[src/rtl/multi_phase_traffic_controller.sv]
// Multi-phase intersection controller.
// Cycles NUM_PHASES approach groups through GREEN -> YELLOW -> ALL_RED, with
// per-phase green durations, pedestrian walk service on green entry, an
// all-red hold for reconfiguration and an all-phase flashing-yellow
// maintenance mode. Every timer counts external time-base ticks, and every
// lamp output is registered.
module multi_phase_traffic_controller #(
    parameter  int NUM_PHASES = 2,
    parameter  int TIME_W     = 8,
    localparam int PH_W       = $clog2(NUM_PHASES)
) (
    input  logic                         clk,
    input  logic                         rst_n,
    input  logic                         tick_en,
    input  logic                         config_mode,
    input  logic                         maint_mode,
    input  logic [NUM_PHASES*TIME_W-1:0] green_time,
    input  logic [TIME_W-1:0]            yellow_time,
    input  logic [TIME_W-1:0]            allred_time,
    input  logic [NUM_PHASES-1:0]        ped_req,
    output logic [NUM_PHASES-1:0]        red,
    output logic [NUM_PHASES-1:0]        yellow,
    output logic [NUM_PHASES-1:0]        green,
    output logic [NUM_PHASES-1:0]        walk,
    output logic [PH_W-1:0]              active_phase
);

    typedef enum logic [2:0] {
        ST_ALL_RED,
        ST_GREEN,
        ST_YELLOW,
        ST_HOLD,
        ST_FLASH
    } state_t;

    localparam logic [PH_W-1:0] LAST_PHASE = PH_W'(NUM_PHASES - 1);

    state_t                  state;
    logic [TIME_W-1:0]       timer;
    logic [NUM_PHASES-1:0]   ped_pending;
    logic                    flash;

    logic [PH_W-1:0]         next_phase;
    logic [NUM_PHASES-1:0]   next_mask;
    logic [NUM_PHASES-1:0]   active_mask;
    logic [TIME_W-1:0]       next_green;

    // A duration D lasts D ticks: load D-1 and exit on the tick seen at zero.
    // A zero duration is stretched to a single tick.
    function automatic logic [TIME_W-1:0] dur_to_count(input logic [TIME_W-1:0] dur);
        return (dur == '0) ? '0 : dur - TIME_W'(1);
    endfunction

    // Decode the phase that would be served next, its lamp mask and its green duration
    always_comb begin
        next_phase  = (active_phase == LAST_PHASE) ? '0 : active_phase + PH_W'(1);
        next_mask   = '0;
        active_mask = '0;
        next_green  = '0;
        for (int i = 0; i < NUM_PHASES; i++) begin
            if (next_phase == PH_W'(i)) begin
                next_mask[i] = 1'b1;
                next_green   = green_time[i*TIME_W +: TIME_W];
            end
            if (active_phase == PH_W'(i)) begin
                active_mask[i] = 1'b1;
            end
        end
    end

    // Sequencer: mode overrides first, then tick-driven interval timing, lamps registered alongside
    always_ff @(posedge clk or negedge rst_n) begin
        if (!rst_n) begin
            state        <= ST_ALL_RED;
            timer        <= '0;
            active_phase <= LAST_PHASE;
            red          <= '1;
            yellow       <= '0;
            green        <= '0;
            walk         <= '0;
            ped_pending  <= '0;
            flash        <= 1'b0;
        end else begin
            ped_pending <= ped_pending | ped_req;

            if (maint_mode) begin
                red   <= '0;
                green <= '0;
                walk  <= '0;
                if (state != ST_FLASH) begin
                    state  <= ST_FLASH;
                    flash  <= 1'b1;
                    yellow <= '1;
                end else if (tick_en) begin
                    flash  <= ~flash;
                    yellow <= {NUM_PHASES{~flash}};
                end
            end else if (state == ST_FLASH) begin
                flash        <= 1'b0;
                active_phase <= LAST_PHASE;
                red          <= '1;
                yellow       <= '0;
                green        <= '0;
                walk         <= '0;
                if (config_mode) begin
                    state <= ST_HOLD;
                end else begin
                    state <= ST_ALL_RED;
                    timer <= dur_to_count(allred_time);
                end
            end else if (config_mode) begin
                state  <= ST_HOLD;
                red    <= '1;
                yellow <= '0;
                green  <= '0;
                walk   <= '0;
            end else if (state == ST_HOLD) begin
                state <= ST_ALL_RED;
                timer <= dur_to_count(allred_time);
            end else if (tick_en) begin
                if (timer != '0) begin
                    timer <= timer - TIME_W'(1);
                end else begin
                    case (state)
                        ST_ALL_RED: begin
                            state        <= ST_GREEN;
                            active_phase <= next_phase;
                            timer        <= dur_to_count(next_green);
                            green        <= next_mask;
                            red          <= ~next_mask;
                            yellow       <= '0;
                            walk         <= ped_pending & next_mask;
                            ped_pending  <= (ped_pending & ~next_mask) | ped_req;
                        end
                        ST_GREEN: begin
                            state  <= ST_YELLOW;
                            timer  <= dur_to_count(yellow_time);
                            yellow <= active_mask;
                            red    <= ~active_mask;
                            green  <= '0;
                            walk   <= '0;
                        end
                        ST_YELLOW: begin
                            state  <= ST_ALL_RED;
                            timer  <= dur_to_count(allred_time);
                            red    <= '1;
                            yellow <= '0;
                            green  <= '0;
                            walk   <= '0;
                        end
                        default: begin
                            state  <= ST_ALL_RED;
                            timer  <= dur_to_count(allred_time);
                            red    <= '1;
                            yellow <= '0;
                            green  <= '0;
                            walk   <= '0;
                        end
                    endcase
                end
            end
        end
    end

endmodule

[config.mk]
export PLATFORM = sky130hd
export DESIGN_NAME = multi_phase_traffic_controller
export DESIGN_NICKNAME = d
export VERILOG_FILES = /design/src/rtl/multi_phase_traffic_controller.sv
export SDC_FILE = /design/constraint.sdc
export NUM_CORES = 1
export LEC_CHECK = 0
export ABC_AREA = 1
export CAP_MARGIN = 20
export CORE_ASPECT_RATIO = 1.1
export CORE_MARGIN = 5
export CORE_UTILIZATION = 25
export DETAILED_ROUTE_END_ITERATION = 8
export MAX_ROUTING_LAYER = met4
export PLACE_DENSITY = 0.47
export SKIP_CTS_REPAIR_TIMING = 1
export SLEW_MARGIN = 20
export SYNTH_ARGS = -nofsm -noshare
export SYNTH_HDL_FRONTEND = slang
export SYNTH_SLANG_ARGS = --single-unit
[constraint.sdc]
create_clock -name clk -period 2.1 [get_ports clk]
set_clock_uncertainty 0.05 [all_clocks]
set_input_delay 0.315 -clock clk [delete_from_list [all_inputs] [get_ports clk]]
set_output_delay 0.315 -clock clk [all_outputs]
set_load 0.1 [all_outputs]
==> qor.csv <==
stage,metric,value,unit
worst_setup_path,r2r_end,timer[1],
clock_network,clockRootBuffer,clkbuf_8,
die,core,8960,sq um
drt,drtIter0Drc,71,
drt,drc,0,
power,p_sw,1.28,mW
drt,drt-pass1-iter-count,4,
clock_network,cts_tree,done,
worst_setup_path,path_max_fanout,8,
place,hpwl,5650,um
drt,routed-via-count,2555,
timing,layout_setup_ws,144,ps
place,portBuffers,47,
timing,post-route-min-period,1960,ps
timing,hold_viol,0,
global_route,grt_use_met1,17.0,%
logic_synthesis,synthArstFlopShare,100,%
timing,drv_slew,0,
global_route,grt_pass1_vias,2668,
logic_synthesis,synth_most_common_cell,nand2_1,
worst_setup_path,path_class,reg -> reg,
logic_synthesis,yosys-top-cells-area,"dfrtp_1 22%, nand2_1 21%, inv_1 7.0%, nor2_1 7.0%, nand3_1 5.2%",
place,dpl_worst_slack,-39.6,ps
die,rows,36,
power,p_seq_share,25.8,%
die,die_area,11300,sq um
worst_setup_path,startpoint_type,flip-flop,
worst_setup_path,startpoint,active_phase,
drt,vias_per_cell,4.51,
clock_network,cts_buffers,3,
global_route,grt_max_degree,24,
logic_synthesis,synth_cells,384,
power,combPwrFrac,62.9,%
global_route,antenna_found_initial,0,
place,place_congestion,0.780,
clock_network,h-tree-depth,1,
clock_network,cts.path.max_buffers,2,
run,max_cap_violations,0,
timing,fin_crit_sh,93.2,%
logic_synthesis,synth_top_flop_cell,dfrtp_1,
clock_network,cts_sinks,23,
final_layout,nets,500,
timing,slew_headroom,78.7,%
logic_synthesis,synth_common_cells,"129 x nand2_1, 43 x inv_1, 43 x nor2_1",
power,power.share.switching,48.9,%
global_route,gr-total-overflow,0,
worst_setup_path,cp-endpoint,timer[1],
logic_synthesis,synthDistinctLibCells,34,
die,dieHeight,111,um
worst_setup_path,ff2ff_setup_slack,140,ps
die,die_w,102,um
power,ir_drop,0.463,mV
hold_path,hold_path.class,in -> async,
global_route,met2_usage,21.7,%
timing,fmax,511,MHz
timing,setup_viol,0,
timing,tns,0,ps
final_layout,synthToLayoutAreaGrowth,36.5,%
drt,wire_per_inst,12.4,um
power,internal_power,1.34,mW
clock_network,clkTransAtPathRegs,90,ps
logic_synthesis,synth_edf_count,0,
worst_setup_path,cp-end-kind,flip-flop,
global_route,grt_util_met3,1.38,%
run_status,status,completed,
logic_synthesis,synth_nets,430,
worst_setup_path,reg2reg_depth,16,
worst_setup_path,required,2230,ps
logic_synthesis,netlist_area,2320,sq um
power,clkPwrFrac,11.3,%
global_route,grt_pass1_wl,12000,um
timing,hold-worst-slack,344,ps
logic_synthesis,netlist.top_cell.by_area,dfrtp_1,
drt,postRouteAntennaNets,0,
drt,wirelength,7030,um
timing,worst_pin_slew,320,ps
power,leakagePower,1.57,nW
final_layout,drive_gt1_share,19.6,%
clock_network,insertion_delay,270,ps
logic_synthesis,synth-seq-area-share,25.0,%
power,finalPower,2.61,mW
die,io_pins,48,
worst_setup_path,worst_ep_arrival_time,2080,ps
worst_setup_path,reg2reg_from,active_phase,
power,power_density,825,nW/um^2
logic_synthesis,synth_seq_cells,23,
global_route,busiest_layer,met2,
logic_synthesis,synth.avg_cell_area,6.04,sq um
die,initial_core_util,25.9,%
final_layout,diodes,0,
logic_synthesis,synth_top_area_share,21.6,%
logic_synthesis,ys_warn_count,0,
global_route,grt_usage,13.1,%
==> layout make-up <==
type / count / area, sq um
fill: 1029 / 5800
multi-input combinational: 297 / 1520
inverter: 59 / 224
sequential: 23 / 583
tap: 114 / 143
clock inverter: 1 / 5.00
timing repair buffer: 70 / 646
clock buffer: 3 / 41.3
==> power by group through the flow <==
stage,clock (mW),sequential (mW),combinational [mW]
5_1_grt,0.326,0.690,1.84
3_3_place_gp,0,0.689,1.54
2_1_floorplan,0,0.861,0.908
3_5_place_dp,0,0.688,1.54
6_report,0.295,0.673,1.64
4_1_cts,0.306,0.681,1.55
==> cells in the final DEF (no fill, tap or decap), drive strengths merged, types with 4 or more instances in the layout <==
| master | netlist | layout |
|---|---|---|
| nand2 | 137 | 137 |
| inv | 59 | 59 |
| nor2 | 51 | 51 |
| clkdlybuf4s50 | 0 | 38 |
| buf | 5 | 32 |
| nand3 | 26 | 26 |
| o21ai | 25 | 25 |
| dfrtp | 20 | 20 |
| a21oi | 17 | 17 |
| xor2 | 10 | 10 |
| nand4 | 10 | 10 |
| ha | 7 | 7 |
| nor3 | 4 | 4 |
==> worst min-delay path by stage <==
stage | startpoint | end | cells after the start | slack, ps
after detailed placement | red[0] | red[0] | 2 | 410
final | rst_n | green[0] | 2 | 340
after global routing | rst_n | green[0] | 2 | 380
after global placement | red[0] | red[0] | 2 | 410
after CTS | rst_n | ped_pending[1] | 2 | 350
after floorplan | rst_n | flash | 0 | -30
==> per-stage QoR <==
stage | std cells | utilization (%) | area (sq um)
2_1_floorplan | 384 | - | 2330
3_3_place_gp | 560 | 34.0 | 3050
3_5_place_dp | 560 | 34.0 | 3050
4_1_cts | 564 | 34.6 | 3100
5_1_grt | 567 | 35.3 | 3170
6_report | 567 | 35.3 | 3170
==> logic make-up after synthesis <==
logic type / Yosys count / share of synthesized area [%]
adders and majority gates: 7 / 3.78
xor gates and xnor gates: 10 / 3.78
and+or+nand+nor: 229 / 44.0
DFF: 23 / 25.0
buffers and inverters: 64 / 11.3
AOI/OAI and AO/OA: 51 / 12.2
==> per-layer routing <==
layer	vias to the layer above	routed length (um)
li1	1349	-
met1	1151	3390
met2	47	3370
met3	8	220
met4	0	52
met5	-	0
==> sequential cells by signal, indices dropped and copies added, names as in the netlist <==
signal,count
red,2
active_phase,1
ped_pending,2
yellow,2
walk,2
flash,1
timer,8
green,2
state,3
==> critical path, stage by stage (launching register included) <==
cell     delay, ps
dfstp_4        690
inv_4           50
nand2_2         50
nand2_2         50
inv_2           90
ha_4           140
inv_2           30
nor2_1          90
nand2_1         70
nor2_2         130
nor2_4          70
nand2_1         60
nand3_1         90
nand2_1         70
nand2_1         40
nand2_1         50
nand2_1         40
No activity file was read; power rests on OpenSTA's default activity.
